## config.mk

```make
export PLATFORM = sky130hd
export DESIGN_NAME = qpll_reset_sequencer
export DESIGN_NICKNAME = d
export VERILOG_FILES = /design/src/rtl/qpll_reset_sequencer.sv
export SDC_FILE = /design/constraint.sdc
export NUM_CORES = 1
export LEC_CHECK = 0
export ABC_AREA = 1
export BUFFER_PORTS_ARGS = -buffer_cell sky130_fd_sc_hd__buf_2
export CAP_MARGIN = 0
export CORE_MARGIN = 2
export CORE_UTILIZATION = 34
export CTS_BUF_LIST = sky130_fd_sc_hd__clkbuf_16
export CTS_CLUSTER_SIZE = 16
export DETAILED_ROUTE_END_ITERATION = 8
export GPL_ROUTABILITY_DRIVEN = 0
export RECOVER_POWER = 25
export SLEW_MARGIN = 15
export SYNTH_ARGS = -nofsm -noshare
export SYNTH_HDL_FRONTEND = slang
export SYNTH_SLANG_ARGS = --single-unit
```

## constraint.sdc

```tcl
create_clock -name clk -period 2.15 [get_ports clk]
set_input_delay 0.43 -clock clk [delete_from_list [all_inputs] [get_ports clk]]
set_output_delay 0.43 -clock clk [all_outputs]
set_load 0.01 [all_outputs]
```

## src/rtl/qpll_reset_sequencer.sv

```systemverilog
// qpll_reset_sequencer
//   Brings a group of GTYE4_COMMON QPLL0s out of reset together, waits for
//   all of them to lock, retries a bounded number of times on timeout and
//   parks in FAULT once the retries are used up. Lock losses seen after
//   lock are counted and trigger a fresh reset sequence.
//
//   Optional feature macro: QPLL_RESET_SEQ_DEBOUNCE_EN
//     defined   -> the combined lock must stay high for DEBOUNCE_CYCLES
//                  consecutive WAIT_LOCK cycles before it is accepted
//     undefined -> the combined lock is accepted on its first high cycle
//
// Ports
//   clk            control clock, all logic on its rising edge
//   rst_n          synchronous active-low reset
//   restart        single-cycle pulse, restarts sequencing from any state
//   qpll0lock      raw QPLL0 lock per quad (asynchronous, synchronised here)
//   qpll0reset     QPLL0 reset per quad, active-high, registered
//   qpll1reset     QPLL1 reset per quad, held at all-ones (QPLL1 unused)
//   all_locked     high only in LOCKED
//   fault          high only in FAULT
//   state          0 RESET_ASSERT, 1 WAIT_LOCK, 2 LOCKED, 3 FAULT
//   retry_cnt      failed lock attempts since the last lock or restart
//   lock_loss_cnt  lock losses seen in LOCKED, saturating at 0xFFFF
module qpll_reset_sequencer #(
  parameter int N_COMMON        = 2,
  parameter int RESET_CYCLES    = 64,
  parameter int LOCK_TIMEOUT    = 100000,
  parameter int MAX_RETRIES     = 3,
  parameter int DEBOUNCE_CYCLES = 256
) (
  input  logic                clk,
  input  logic                rst_n,
  input  logic                restart,
  input  logic [N_COMMON-1:0] qpll0lock,
  output logic [N_COMMON-1:0] qpll0reset,
  output logic [N_COMMON-1:0] qpll1reset,
  output logic                all_locked,
  output logic                fault,
  output logic [1:0]          state,
  output logic [3:0]          retry_cnt,
  output logic [15:0]         lock_loss_cnt
);

  typedef enum logic [1:0] {
    RESET_ASSERT = 2'd0,
    WAIT_LOCK    = 2'd1,
    LOCKED       = 2'd2,
    FAULT        = 2'd3
  } state_t;

  // One timer serves both the reset pulse and the lock timeout, so it is
  // sized for the longer of the two.
  localparam int TMAX = (LOCK_TIMEOUT > RESET_CYCLES) ? LOCK_TIMEOUT : RESET_CYCLES;
  localparam int TW   = $clog2(TMAX);

  state_t                state_reg;
  logic [TW-1:0]         timer_reg;
  logic [N_COMMON-1:0]   lock_meta_reg;
  logic [N_COMMON-1:0]   lock_s;
  logic                  all_high;
  logic                  lock_qualified;

  // Two-flop synchroniser per quad.
  genvar gi;
  generate
    for (gi = 0; gi < N_COMMON; gi++) begin : g_sync
      always_ff @(posedge clk) begin
        if (!rst_n) begin
          lock_meta_reg[gi] <= 1'b0;
          lock_s[gi]        <= 1'b0;
        end else begin
          lock_meta_reg[gi] <= qpll0lock[gi];
          lock_s[gi]        <= lock_meta_reg[gi];
        end
      end
    end
  endgenerate

  assign all_high = &lock_s;

`ifdef QPLL_RESET_SEQ_DEBOUNCE_EN
  localparam int DW = $clog2(DEBOUNCE_CYCLES + 1);
  logic [DW-1:0] deb_cnt_reg;

  // Counts consecutive high cycles of the combined lock while in WAIT_LOCK;
  // anything else (low lock, other states, restart) starts it over.
  always_ff @(posedge clk) begin
    if (!rst_n) begin
      deb_cnt_reg <= '0;
    end else if (state_reg == WAIT_LOCK && all_high && !restart) begin
      deb_cnt_reg <= deb_cnt_reg + 1'b1;
    end else begin
      deb_cnt_reg <= '0;
    end
  end

  // The current cycle is the DEBOUNCE_CYCLES-th consecutive high one.
  assign lock_qualified = all_high && (deb_cnt_reg == DW'(DEBOUNCE_CYCLES - 1));
`else
  assign lock_qualified = all_high;
`endif

  always_ff @(posedge clk) begin
    if (!rst_n) begin
      state_reg     <= RESET_ASSERT;
      timer_reg     <= '0;
      qpll0reset    <= '1;
      all_locked    <= 1'b0;
      fault         <= 1'b0;
      retry_cnt     <= 4'd0;
      lock_loss_cnt <= 16'd0;
    end else if (restart) begin
      // Restart overrides whatever else happens this cycle, including any
      // counter increments from a coincident loss or timeout.
      state_reg  <= RESET_ASSERT;
      timer_reg  <= '0;
      qpll0reset <= '1;
      all_locked <= 1'b0;
      fault      <= 1'b0;
      retry_cnt  <= 4'd0;
    end else begin
      case (state_reg)
        RESET_ASSERT: begin
          if (timer_reg == TW'(RESET_CYCLES - 1)) begin
            state_reg  <= WAIT_LOCK;
            timer_reg  <= '0;
            qpll0reset <= '0;
          end else begin
            timer_reg <= timer_reg + 1'b1;
          end
        end
        WAIT_LOCK: begin
          // Lock is tested first so it wins over a same-cycle timeout.
          if (lock_qualified) begin
            state_reg  <= LOCKED;
            timer_reg  <= '0;
            all_locked <= 1'b1;
            retry_cnt  <= 4'd0;
          end else if (timer_reg == TW'(LOCK_TIMEOUT - 1)) begin
            timer_reg  <= '0;
            qpll0reset <= '1;
            if (retry_cnt == 4'(MAX_RETRIES)) begin
              state_reg <= FAULT;
              fault     <= 1'b1;
            end else begin
              state_reg <= RESET_ASSERT;
              retry_cnt <= retry_cnt + 4'd1;
            end
          end else begin
            timer_reg <= timer_reg + 1'b1;
          end
        end
        LOCKED: begin
          if (!all_high) begin
            state_reg  <= RESET_ASSERT;
            timer_reg  <= '0;
            qpll0reset <= '1;
            all_locked <= 1'b0;
            if (lock_loss_cnt != 16'hFFFF) begin
              lock_loss_cnt <= lock_loss_cnt + 16'd1;
            end
          end
        end
        default: begin
          // FAULT holds until restart or reset.
          state_reg <= FAULT;
        end
      endcase
    end
  end

  assign state      = state_reg;
  assign qpll1reset = '1;

endmodule

```

# Word level (Yosys, flattened, before mapping)
# Cells that the tools add are included.
[op_classes]
shift = 0
order_cmp = 0
mux = 22
add_sub_neg = 3
bitwise = 3
multipliers = 0
n_div = 0
n_eq_ne = 13
reduce_logical = 13
[op_table]
columns = ["cell", "count"]
rows = [
  ["$mux 17", 4],
  ["$pmux 17 s3", 1],
  ["$mux 2", 9],
  ["$add 17x1->17 const B", 1],
  ["$eq 17x17->1 const B", 1],
  ["$eq 17x6->1 const B", 1],
  ["$add 16x1->16 const B", 1],
  ["$ne 16x16->1 const B", 1],
  ["$mux 4", 3],
  ["$ne 2x2->1 const B", 6],
  ["$pmux 2 s3", 2],
  ["$reduce_and 3->1", 3],
  ["$reduce_and 4->1", 2],
  ["$reduce_and 5->1", 1],
  ["$add 4x1->4 const B", 1],
  ["$eq 4x2->1 const B", 1],
  ["$reduce_and 2->1", 2],
  ["$reduce_bool 2->1", 2],
  ["$ne 3x3->1 const B", 1],
  ["$not 1->1", 3],
  ["$reduce_bool 3->1", 1],
  ["$eq 2x1->1 const B", 1],
  ["$eq 2x2->1 const B", 1],
  ["$logic_not 2->1", 1],
  ["3 further kinds", 4],
]
[totals]
romBits = 0
wordCells = 65
ram_bits = 0
latchBits = 0
register_bits = 47
out_inout_bits = 28
memories = 0
input_bits = 5

# Logic depth before layout (Yosys ltp)
# Gate-level depths: netlist (run 1).
[depth]
ltp_word = 5
depth_mapped = 11

# Worst setup path after synthesis (run 1)
# OpenSTA, ideal clock, no wires.
[synth_path]
path_type = "register to register"
startpoint = "reg lock_loss_cnt[0]"
endpoint = "reg lock_loss_cnt[7]"
arrival_time_ns = 1.493
stages_incl_launch_ff = 12
required_time_ns = 2.008
slack_ns = 0.515
synth_period_minus_slack_ns = 1.635
setup_ns = 0.142
path_cell_list = "dfxtp_1 ha_1 nand2_1 inv_1 nand2_4 nor2_8 nand3_4 nand2_4 inv_2 buf_6 nand2_1 a21oi_2"
[synth_via]
elab_chain_len = 2
elab_cells_between_ends = 3
[synth_lines]
columns = ["item", "line_no", "rtl"]
rows = [
  ["from (decl)", "41", "output logic [15:0] lock_loss_cnt"],
  ["from (signal assigned)", "160", "lock_loss_cnt <= lock_loss_cnt + 16'd1;"],
  ["branches (longest 2 deep; another with $add 16x1->16)", "n/a", ""],
]
# Parallel ways; which one is timed is not known.
# A chain may end at the register's enable or synchronous reset.

# Worst setup path in the final report (run 1)
[layout_path]
startpoint = "reg state_reg[0] (netlist: state[0])"
endpoint = "reg lock_loss_cnt[9]"
[layout_via]
elab_chain_len = 2
[layout_lines]
columns = ["item", "line_no", "rtl"]
rows = [
  ["from (decl)", "56", "state_t state_reg;"],
  ["from (signal assigned)", "105", "state_reg <= RESET_ASSERT;"],
  ["from (signal assigned)", "115", "state_reg <= RESET_ASSERT;"],
  ["from (signal assigned)", "125", "state_reg <= WAIT_LOCK;"],
  ["$eq 2x2->1", "122", "case (state_reg)"],
  ["$reduce_and 4->1 (no line)", "n/a", ""],
]
# No other way between the ends.

==> results of run 1 <==
stage by stage:
stage | cell area, um2 | power, uW
global placement | 3040 | 915
global route | 3170 | 1720
finish | 3170 | 1660
detailed placement | 3040 | 915
CTS | 3190 | 1680
floorplan | 2840 | 905
critical path, delay by kind of cell (launching register included):
| kind | cells | cell delay (ps) |
|---|---|---|
| flops | 1 | 360 |
| compound gates | 1 | 130 |
| simple gates | 3 | 620 |
| buf+inv | 3 | 450 |
| fa+ha+maj | 1 | 220 |
layout by cell type, fill, tap and decap left out, drive strengths merged:
master | synthesis | routed
nor3 | 8 | 8
o21ai | 11 | 11
conb | 1 | 2
inv | 44 | 44
nand4 | 9 | 9
clkinvlp | 0 | 1
xor2 | 7 | 7
nand2 | 123 | 123
xnor2 | 5 | 5
o2111ai | 1 | 1
dfxtp | 46 | 46
a21boi | 1 | 1
ha | 8 | 8
o21a | 1 | 1
clkinv | 0 | 2
nand3b | 1 | 1
a311oi | 1 | 1
a21o | 1 | 1
nand3 | 41 | 41
a21oi | 35 | 35
nor2 | 58 | 58
nor3b | 1 | 1
buf | 10 | 18
or2 | 1 | 1
clkbuf | 2 | 20
cells in the mapped netlist, types with 7 or more instances:
| master | number | share of area [%] |
|---|---|---|
| inv_1 | 40 | 5.3 |
| ha_1 | 8 | 3.5 |
| nand4_1 | 9 | 2.0 |
| nor2_1 | 51 | 6.8 |
| dfxtp_1 | 46 | 32 |
| nand2_2 | 8 | 1.8 |
| nand3_1 | 39 | 6.9 |
| xor2_1 | 7 | 2.2 |
| a21oi_1 | 25 | 4.4 |
| nor3_1 | 7 | 1.2 |
| nand2_1 | 111 | 15 |
| o21ai_0 | 10 | 1.8 |
| a21oi_2 | 10 | 3.1 |
power by group through the flow:
stage               Clock (uW)  Combinational [uW]  Sequential, uW
global route               818                41.4             859
CTS                        788                36.4             859
detailed placement           0                36.3             879
finish                     767                36.3             859
global placement             0                36.1             879
floorplan                    0                26.4             878
final timing paths:
kind	start	end	slack, ps	cells after the start
max reg2reg	state[0]	lock_loss_cnt[9]	310	8
min	qpll0lock[1]	lock_meta_reg[1]	330	3
max	state[0]	lock_loss_cnt[9]	310	8
min reg2reg	lock_meta_reg[0]	lock_s[0]	410	2
cells by family after synthesis:
family | synth area share [%]
adder cells (fa/ha/maj) | 3.53
XOR/XNOR | 3.71
AO/OA/AOI/OAI | 11.0
other | 0.132
AND/OR/NAND/NOR | 39.9
buffers and inverters | 9.27
flip-flops | 32.5
layer usage:
layer | wire [um] | vias to the layer above | global-route usage [%]
met4 | 34 | 0 | 4.23
met3 | 248 | 5 | 3.00
met1 | 3250 | 1213 | 20.1
li1 | - | 1390 | -
met2 | 3090 | 44 | 26.5
met5 | 0 | - | 0
area by class of cell:
type	instances	area share [%]
well taps	105	4.14
clock buffers	5	3.94
multi-input cells	315	52.2
clock inverters	3	0.671
inverters	44	5.21
flip-flops and latches	46	29.0
repair buffers	33	4.85
==> impl_metrics.env, run 1 <==
export IMPL_switching_share_pct=21.9
export IMPL_largest_register_ffs=17
export IMPL_clk_transition_reported_paths_ps=60
export IMPL_clock_latency_ps=290
export IMPL_combinationalPowerShare_pct=2.2
export IMPL_numClockSinks=46
export IMPL_setup_viol=0
export IMPL_cp_max_fo=14
export IMPL_critPathSlowestCell="dfxtp_1"
export IMPL_avgViaCountPerCell=4.81
export IMPL_slowest_delay_ps=360
export IMPL_syn2layout_area_growth_pct=11.9
export IMPL_layoutNonFillerInstCount=551
export IMPL_fin_util_pct=39.0
export IMPL_worstMarginPinSlew_ps=575
export IMPL_dr_total_vias=2652
export IMPL_drive_above_1_share_pct=14.3
export IMPL_dp_slack_ps=310
export IMPL_end_kind="flop"
export IMPL_p_int_uw=1300
export IMPL_tritoncts="done"
export IMPL_synth_edf_count=0
export IMPL_grt_usage_pct=15.6
export IMPL_die_w_um=95.3
export IMPL_crit_type="reg -> reg"
export IMPL_ys_seq_elements=46
export IMPL_setup_tns_ps=0
export IMPL_max_slew_margin_pct=61.6
export IMPL_die_h_um=95.3
export IMPL_ys_flop_type="dfxtp_1"
export IMPL_skew_ps=5.80
export IMPL_period_share_pct=85.8
export IMPL_worstPathArrival_ps=2070
export IMPL_synth_cell_types=37
export IMPL_crit_path_frequent_cell="inv_1"
export IMPL_cts_buffer_depth=2
export IMPL_setup_ws_ps=306
export IMPL_sequentialPowerShare_pct=51.7
export IMPL_die_area_um2=9080
export IMPL_fillers=877
export IMPL_placement_rows=33
export IMPL_post_cts_resize_count=0
export IMPL_hold_buffers=0
export IMPL_drcViolationCount=0
export IMPL_regArea_um2=921
export IMPL_cap_violations=0
export IMPL_finalNetCount=458
export IMPL_firstDrtPassIters=4
export IMPL_antenna_found_initial=0
export IMPL_p_leak_uw=0.00127
export IMPL_post_cts_buffers=0
export IMPL_hold_viol_final=0
export IMPL_clk_root_buffer_cell="clkbuf_16"
export IMPL_fin_crit_ps=1840
export IMPL_avgSynthCellArea_um2=6.81
export IMPL_required_ps=2370
export IMPL_ant_nets=0
export IMPL_vdd_ir_drop_max_mv=0.318
export IMPL_p_per_area_nw_per_um2=524
export IMPL_rsz0062_at_grt="false"
export IMPL_max_freq_mhz=542
export IMPL_portBuffers=30
export IMPL_crit_chain="inv_1 > ha_1 > inv_1 > nor3_4 > nand2_4 > inv_2 > nand2_1 > a21oi_2"
export IMPL_ys_seq_area_share_pct=32.5
export IMPL_grt_start_max_net_pins=18
export IMPL_status="complete, no violations"
export IMPL_async_flop_share_pct=0
export IMPL_startpoint_type="flop"
export IMPL_cts_htree_levels=2
export IMPL_dp_cells=543
export IMPL_cts_made_buffers=5
export IMPL_diodes=0
export IMPL_power_switching_uw=365
export IMPL_wl_per_cell_um=12.0
export IMPL_grt_remaining_overflow=0
export IMPL_grt_pass1_wl_um=11300
export IMPL_synth_warnings=0
export IMPL_p_clk_share_pct=46.1
export IMPL_initial_utilization_pct=34.8
export IMPL_fp_coreArea_um2=8130
export IMPL_worst_hold_slack_ps=327
export IMPL_multiInputGateArea_um2=1650
export IMPL_hold_path_class="in -> reg"
export IMPL_slew_viol_final=0
export IMPL_synthCells=416
export IMPL_synth_area_um2=2830
export IMPL_hpwl_um=4860
export IMPL_ios=33
export IMPL_drt_iter0_markers=92
export IMPL_grt_pass1_vias=2478
export IMPL_routed_wl_um=6620
Note: power is estimated with default switching activity, not from simulation.
==> run 2: changes to the inputs <==
--- a/config.mk
+++ b/config.mk
@@ -8,12 +8,16 @@
 export ABC_AREA = 1
 export BUFFER_PORTS_ARGS = -buffer_cell sky130_fd_sc_hd__buf_2
 export CAP_MARGIN = 0
+export CELL_PAD_IN_SITES_DETAIL_PLACEMENT = 0
+export CELL_PAD_IN_SITES_GLOBAL_PLACEMENT = 1
 export CORE_MARGIN = 2
 export CORE_UTILIZATION = 34
 export CTS_BUF_LIST = sky130_fd_sc_hd__clkbuf_16
 export CTS_CLUSTER_SIZE = 16
 export DETAILED_ROUTE_END_ITERATION = 8
 export GPL_ROUTABILITY_DRIVEN = 0
+export GPL_TIMING_DRIVEN = 0
+export PLACE_DENSITY_LB_ADDON = 0.1
 export RECOVER_POWER = 25
 export SLEW_MARGIN = 15
 export SYNTH_ARGS = -nofsm -noshare
==> run 2 against run 1 <==
Net effect:
- power grew 2.3%
- register-to-register slack gained 40 ps
- critical path depth grew 3
- combinational power grew 7.4%
- setup slack gained 40 ps
- cell count grew 1.5%
- sequential power is essentially flat
- design area grew 2.3%
- highest routed layer unchanged
==> impl_metrics.env, run 2 (same netlist as run 1, synthesis figures left out) <==
export IMPL_status="complete, no violations"
export IMPL_crit_type="reg -> reg"
export IMPL_combinationalPowerShare_pct=2.3
export IMPL_hold_viol_final=0
export IMPL_wl_per_cell_um=12.7
export IMPL_drive_above_1_share_pct=15.2
export IMPL_cts_buffer_depth=2
export IMPL_finalNetCount=466
export IMPL_initial_utilization_pct=34.8
export IMPL_worstPathArrival_ps=1950
export IMPL_rsz0062_at_grt="false"
export IMPL_worstMarginPinSlew_ps=717
export IMPL_p_clk_share_pct=47.2
export IMPL_die_h_um=95.3
export IMPL_ant_nets=0
export IMPL_regArea_um2=921
export IMPL_setup_tns_ps=0
export IMPL_grt_remaining_overflow=0
export IMPL_multiInputGateArea_um2=1650
export IMPL_post_cts_resize_count=0
export IMPL_clock_latency_ps=290
export IMPL_clk_root_buffer_cell="clkbuf_16"
export IMPL_p_int_uw=1310
export IMPL_power_switching_uw=395
export IMPL_routed_wl_um=7110
export IMPL_max_slew_margin_pct=52.2
export IMPL_reg2reg_slack_ps=350
export IMPL_portBuffers=29
export IMPL_cts_htree_levels=2
export IMPL_cp_num_buf_inv=3
export IMPL_dr_total_vias=2648
export IMPL_hold_path_class="in -> reg"
export IMPL_fp_coreArea_um2=8130
export IMPL_startpoint_type="flop"
export IMPL_slowest_delay_ps=460
export IMPL_sequentialPowerShare_pct=50.5
export IMPL_largest_register_ffs=17
export IMPL_grtUsageMet2_pct=29.1
export IMPL_crit_chain="ha_1 > nand2_1 > inv_1 > nand2_4 > nor2_8 > nand3_4 > nand2_4 > inv_2 > buf_6 > nand2_1 > a21oi_2"
export IMPL_post_cts_buffers=0
export IMPL_drcViolationCount=0
export IMPL_skew_ps=7.52
export IMPL_grt_start_max_net_pins=17
export IMPL_fillers=898
export IMPL_slew_viol_final=0
export IMPL_grt_pass1_vias=2447
export IMPL_clk_transition_reported_paths_ps=70
export IMPL_setup_viol=0
export IMPL_fin_util_pct=39.9
export IMPL_end_kind="flop"
export IMPL_hpwl_um=5320
export IMPL_grt_usage_pct=17.0
export IMPL_period_share_pct=83.9
export IMPL_grt_use_met3_pct=2.85
export IMPL_die_area_um2=9080
export IMPL_placement_rows=33
export IMPL_max_freq_mhz=554
export IMPL_antenna_found_initial=0
export IMPL_fin_crit_ps=1800
export IMPL_ios=33
export IMPL_avgViaCountPerCell=4.74
export IMPL_p_per_area_nw_per_um2=524
export IMPL_syn2layout_area_growth_pct=14.5
export IMPL_critPathSlowestCell="dfxtp_1"
export IMPL_switching_share_pct=23.2
export IMPL_vdd_ir_drop_max_mv=0.303
export IMPL_final_cell_mix="nand2_1 (111), nor2_1 (51), dfxtp_1 (46)"
export IMPL_drt_iter0_markers=66
export IMPL_busiest_layer="met2"
export IMPL_power_total_uw=1700
export IMPL_mostFrequentLayoutCell="nand2_1"
export IMPL_use_met1_pct=22.1
export IMPL_diodes=0
export IMPL_grt_pass1_wl_um=12000
export IMPL_worst_hold_slack_ps=318
export IMPL_tritoncts="done"
export IMPL_hold_buffers=0
export IMPL_numClockSinks=46
export IMPL_cap_violations=0
export IMPL_cp_top_family="simple AND/OR/NAND/NOR gates"
export IMPL_required_ps=2300
export IMPL_p_leak_uw=0.00130
export IMPL_die_w_um=95.3
export IMPL_cp_max_fo=10
export IMPL_firstDrtPassIters=4
export IMPL_cts_made_buffers=5
[run 2: changes by cell type in the layout (fill, tap and decap cells not counted)]
cell / previous run / this run
clkinv_2: 1 / 0
buf_2: 15 / 16
inv_6: 0 / 1
buf_6: 0 / 3
buf_1: 0 / 1
buf_12: 0 / 1
clkbuf_1: 15 / 17
[run 2: worst paths after layout]
path | start | end | depth (start not counted)
setup / recovery | lock_loss_cnt[0] | lock_loss_cnt[7] | 11
hold reg to reg | lock_meta_reg[0] | lock_s[0] | 2
hold / removal | qpll0lock[0] | lock_meta_reg[0] | 3
setup reg to reg | lock_loss_cnt[0] | lock_loss_cnt[7] | 11
[run 2: power by group through the flow]
| stage | registers (uW) | logic, uW | clock network [uW] |
|---|---|---|---|
| floorplan | 878 | 26.4 | 0 |
| global placement | 879 | 40.8 | 0 |
| detailed placement | 879 | 41.2 | 0 |
| CTS | 859 | 41.2 | 824 |
| global route | 859 | 45.3 | 876 |
| finish | 859 | 39.0 | 803 |
[run 2: area by class of cell]
class	count	area share, %
Clock inverter	3	0.771
Multi-Input combinational cell	315	51.0
Clock buffer	5	3.86
Inverter	44	5.09
Buffer	12	2.97
Tap cell	105	4.05
Sequential cell	46	28.4
Timing Repair Buffer	29	3.93
[run 2: metal layers]
metal,vias to the layer above,wire length (um)
met5,-,0
met4,0,104
met3,6,188
met2,35,3330
met1,1200,3490
li1,1407,-
[run 2: stage by stage]
step                setup slack, ps  cells  instance area (um2)
global route                    119    559                 3250
floorplan                       515    417                 2840
finish                          346    559                 3250
CTS                             314    559                 3260
detailed placement              315    551                 3110
global placement                319    551                 3110
[run 2: worst register-to-register path: cells and delay by family, from the launching register on]
family                     cells  cell delay [ps]
AOI/OAI and AO/OA              1               50
buffers and inverters          3              320
adders and majority gates      1              230
DFF                            1              460
and+or+nand+nor                6              610
==> run 3: changes to the inputs <==
==> constraint.sdc (replaced) <==
create_clock -name clk -period 1.5 [get_ports clk]
set_input_delay 0.3 -clock clk [delete_from_list [all_inputs] [get_ports clk]]
set_output_delay 0.3 -clock clk [all_outputs]
set_load 0.01 [all_outputs]
==> run 3 against run 2 <==
Net effect:
- the run now ends with negative setup slack left
- clock skew is 2.9 ps lower
- worst hold slack worse by 130 ps
- global-route usage is 0.81 points higher
- sequential cell count stayed put
- design area is 22% higher
- die area stayed put
- via count is 6.9% higher
- combinational power is 64% higher
- first-iteration DRC count is 30% higher
- count of clock-buffer cells in the layout stayed put
- largest power group unchanged
- highest routed layer unchanged
==> impl_metrics.env, run 3 (same netlist as run 1, synthesis figures left out) <==
export IMPL_syn2layout_area_growth_pct=39.6
export IMPL_cts_made_buffers=5
export IMPL_largest_register_ffs=17
export IMPL_fp_coreArea_um2=8130
export IMPL_startpoint_type="flop"
export IMPL_cts_htree_levels=2
export IMPL_ios=33
export IMPL_mostFrequentLayoutCell="nand2_1"
export IMPL_p_leak_uw=0.00166
export IMPL_die_area_um2=9080
export IMPL_worstMarginPinSlew_ps=759
export IMPL_drt_iter0_markers=86
export IMPL_grt_usage_pct=17.8
export IMPL_grt_pass1_vias=2560
export IMPL_final_cell_mix="nand2_1 (97), nor2_1 (44), inv_1 (36)"
export IMPL_ant_nets=0
export IMPL_vdd_ir_drop_max_mv=0.342
export IMPL_die_w_um=95.3
export IMPL_hpwl_um=5240
export IMPL_r2r_start="timer_reg[0]"
export IMPL_crit_start="timer_reg[0]"
export IMPL_met3_length_um=202
export IMPL_dr_total_vias=2831
export IMPL_finalNetCount=498
export IMPL_hold_start="qpll0lock[1]"
export IMPL_wl_met2_um=3800
export IMPL_end_kind="flop"
export IMPL_required_ps=1650
export IMPL_rsz0062_at_grt="true"
export IMPL_clk_transition_reported_paths_ps=60
export IMPL_clock_latency_ps=290
export IMPL_die_h_um=95.3
export IMPL_fin_util_pct=48.6
export IMPL_layoutNonFillerInstCount=591
export IMPL_fin_crit_ps=1580
export IMPL_crit_type="reg -> reg"
export IMPL_drive_above_1_share_pct=39.7
export IMPL_setup_viol=22
export IMPL_placement_rows=33
export IMPL_drt_met1_wl_um=3600
export IMPL_clk_root_buffer_cell="clkbuf_16"
export IMPL_slew_viol_final=0
export IMPL_portBuffers=29
export IMPL_hold_viol_final=0
export IMPL_tritoncts="done"
export IMPL_routed_wl_um=7680
export IMPL_violations="negative setup slack"
export IMPL_wl_per_cell_um=13.0
export IMPL_grt_start_max_net_pins=14
export IMPL_avgViaCountPerCell=4.79
export IMPL_setup_tns_ps=-1130
export IMPL_regArea_um2=955
export IMPL_fillers=833
export IMPL_cap_violations=0
export IMPL_dp_slack_ps=-227
export IMPL_antenna_found_initial=0
export IMPL_initial_utilization_pct=34.8
export IMPL_highest_layer="met4"
export IMPL_max_freq_mhz=634
export IMPL_hold_path_class="in -> reg"
export IMPL_multiInputGateArea_um2=2010
export IMPL_status="complete, but fails checks"
export IMPL_firstDrtPassIters=4
export IMPL_skew_ps=4.63
export IMPL_max_slew_margin_pct=49.4
export IMPL_worstPathArrival_ps=1720
export IMPL_setup_ws_ps=-77.5
export IMPL_cts_buffer_depth=2
export IMPL_cp_max_fo=6
export IMPL_worst_hold_slack_ps=190
export IMPL_dp_cells=551
export IMPL_grt_remaining_overflow=0
export IMPL_p_per_area_nw_per_um2=600
export IMPL_numClockSinks=46
export IMPL_grt_pass1_wl_um=12500
export IMPL_period_share_pct=105
export IMPL_drcViolationCount=0
export IMPL_diodes=0
## run 3: repair_timing
item	4_1_cts	5_1_grt
setup buffers	21	8
gates cloned	3	0
endpoints found under the setup margin	38	40
pin swaps	10	26
hold buffers	0	0
resized for setup	57	65
## run 3: path summary, 6_finish.rpt
| path | to | slack [ps] | cells after the start |
|---|---|---|---|
| max | timer_reg[6] | -80 | 12 |
| min | lock_meta_reg[1] | 190 | 3 |
| max reg2reg | timer_reg[6] | -80 | 12 |
| min reg2reg | lock_s[1] | 410 | 2 |
## run 3: metal layers
| layer | vias to the layer above | global-route usage (%) |
|---|---|---|
| met1 | 1312 | 23.8 |
| li1 | 1479 | - |
| met4 | 0 | 4.35 |
| met2 | 32 | 30.0 |
| met3 | 8 | 2.85 |
| met5 | - | 0 |
## run 3: critical path, stage by stage, from the launching register on
cell and delay (ps):
dfxtp_4 370, ha_4 140, nand2_4 60, inv_4 70
nand2_4 50, nor2_4 140, buf_6 140, nand3_4 70
nand2_4 100, inv_6 50, buf_6 130, nand3_2 60
a21oi_2 40
## run 3: cell type report
cell class,count,share of cell area [%]
Multi-Input combinational cell,315,50.8
Sequential cell,46,24.1
Timing Repair Buffer,61,11.0
Inverter,44,4.62
Tap cell,105,3.32
Clock buffer,5,3.16
Buffer,12,2.59
Clock inverter,3,0.316
## run 3: report_power, final
part	switching (uW)	internal (uW)	total (uW)	leakage, uW
combinational	44.0	20.1	64.1	0.00120
clock	481	604	1080	0.0000724
sequential	4.39	1220	1220	0.000381
## run 3: per-stage QoR
step	total power (uW)	area, um2
after floorplan	1290	2860
after global placement	1310	3140
after detailed placement	1320	3140
after CTS	2420	3660
after global routing	2470	3960
final	2370	3960
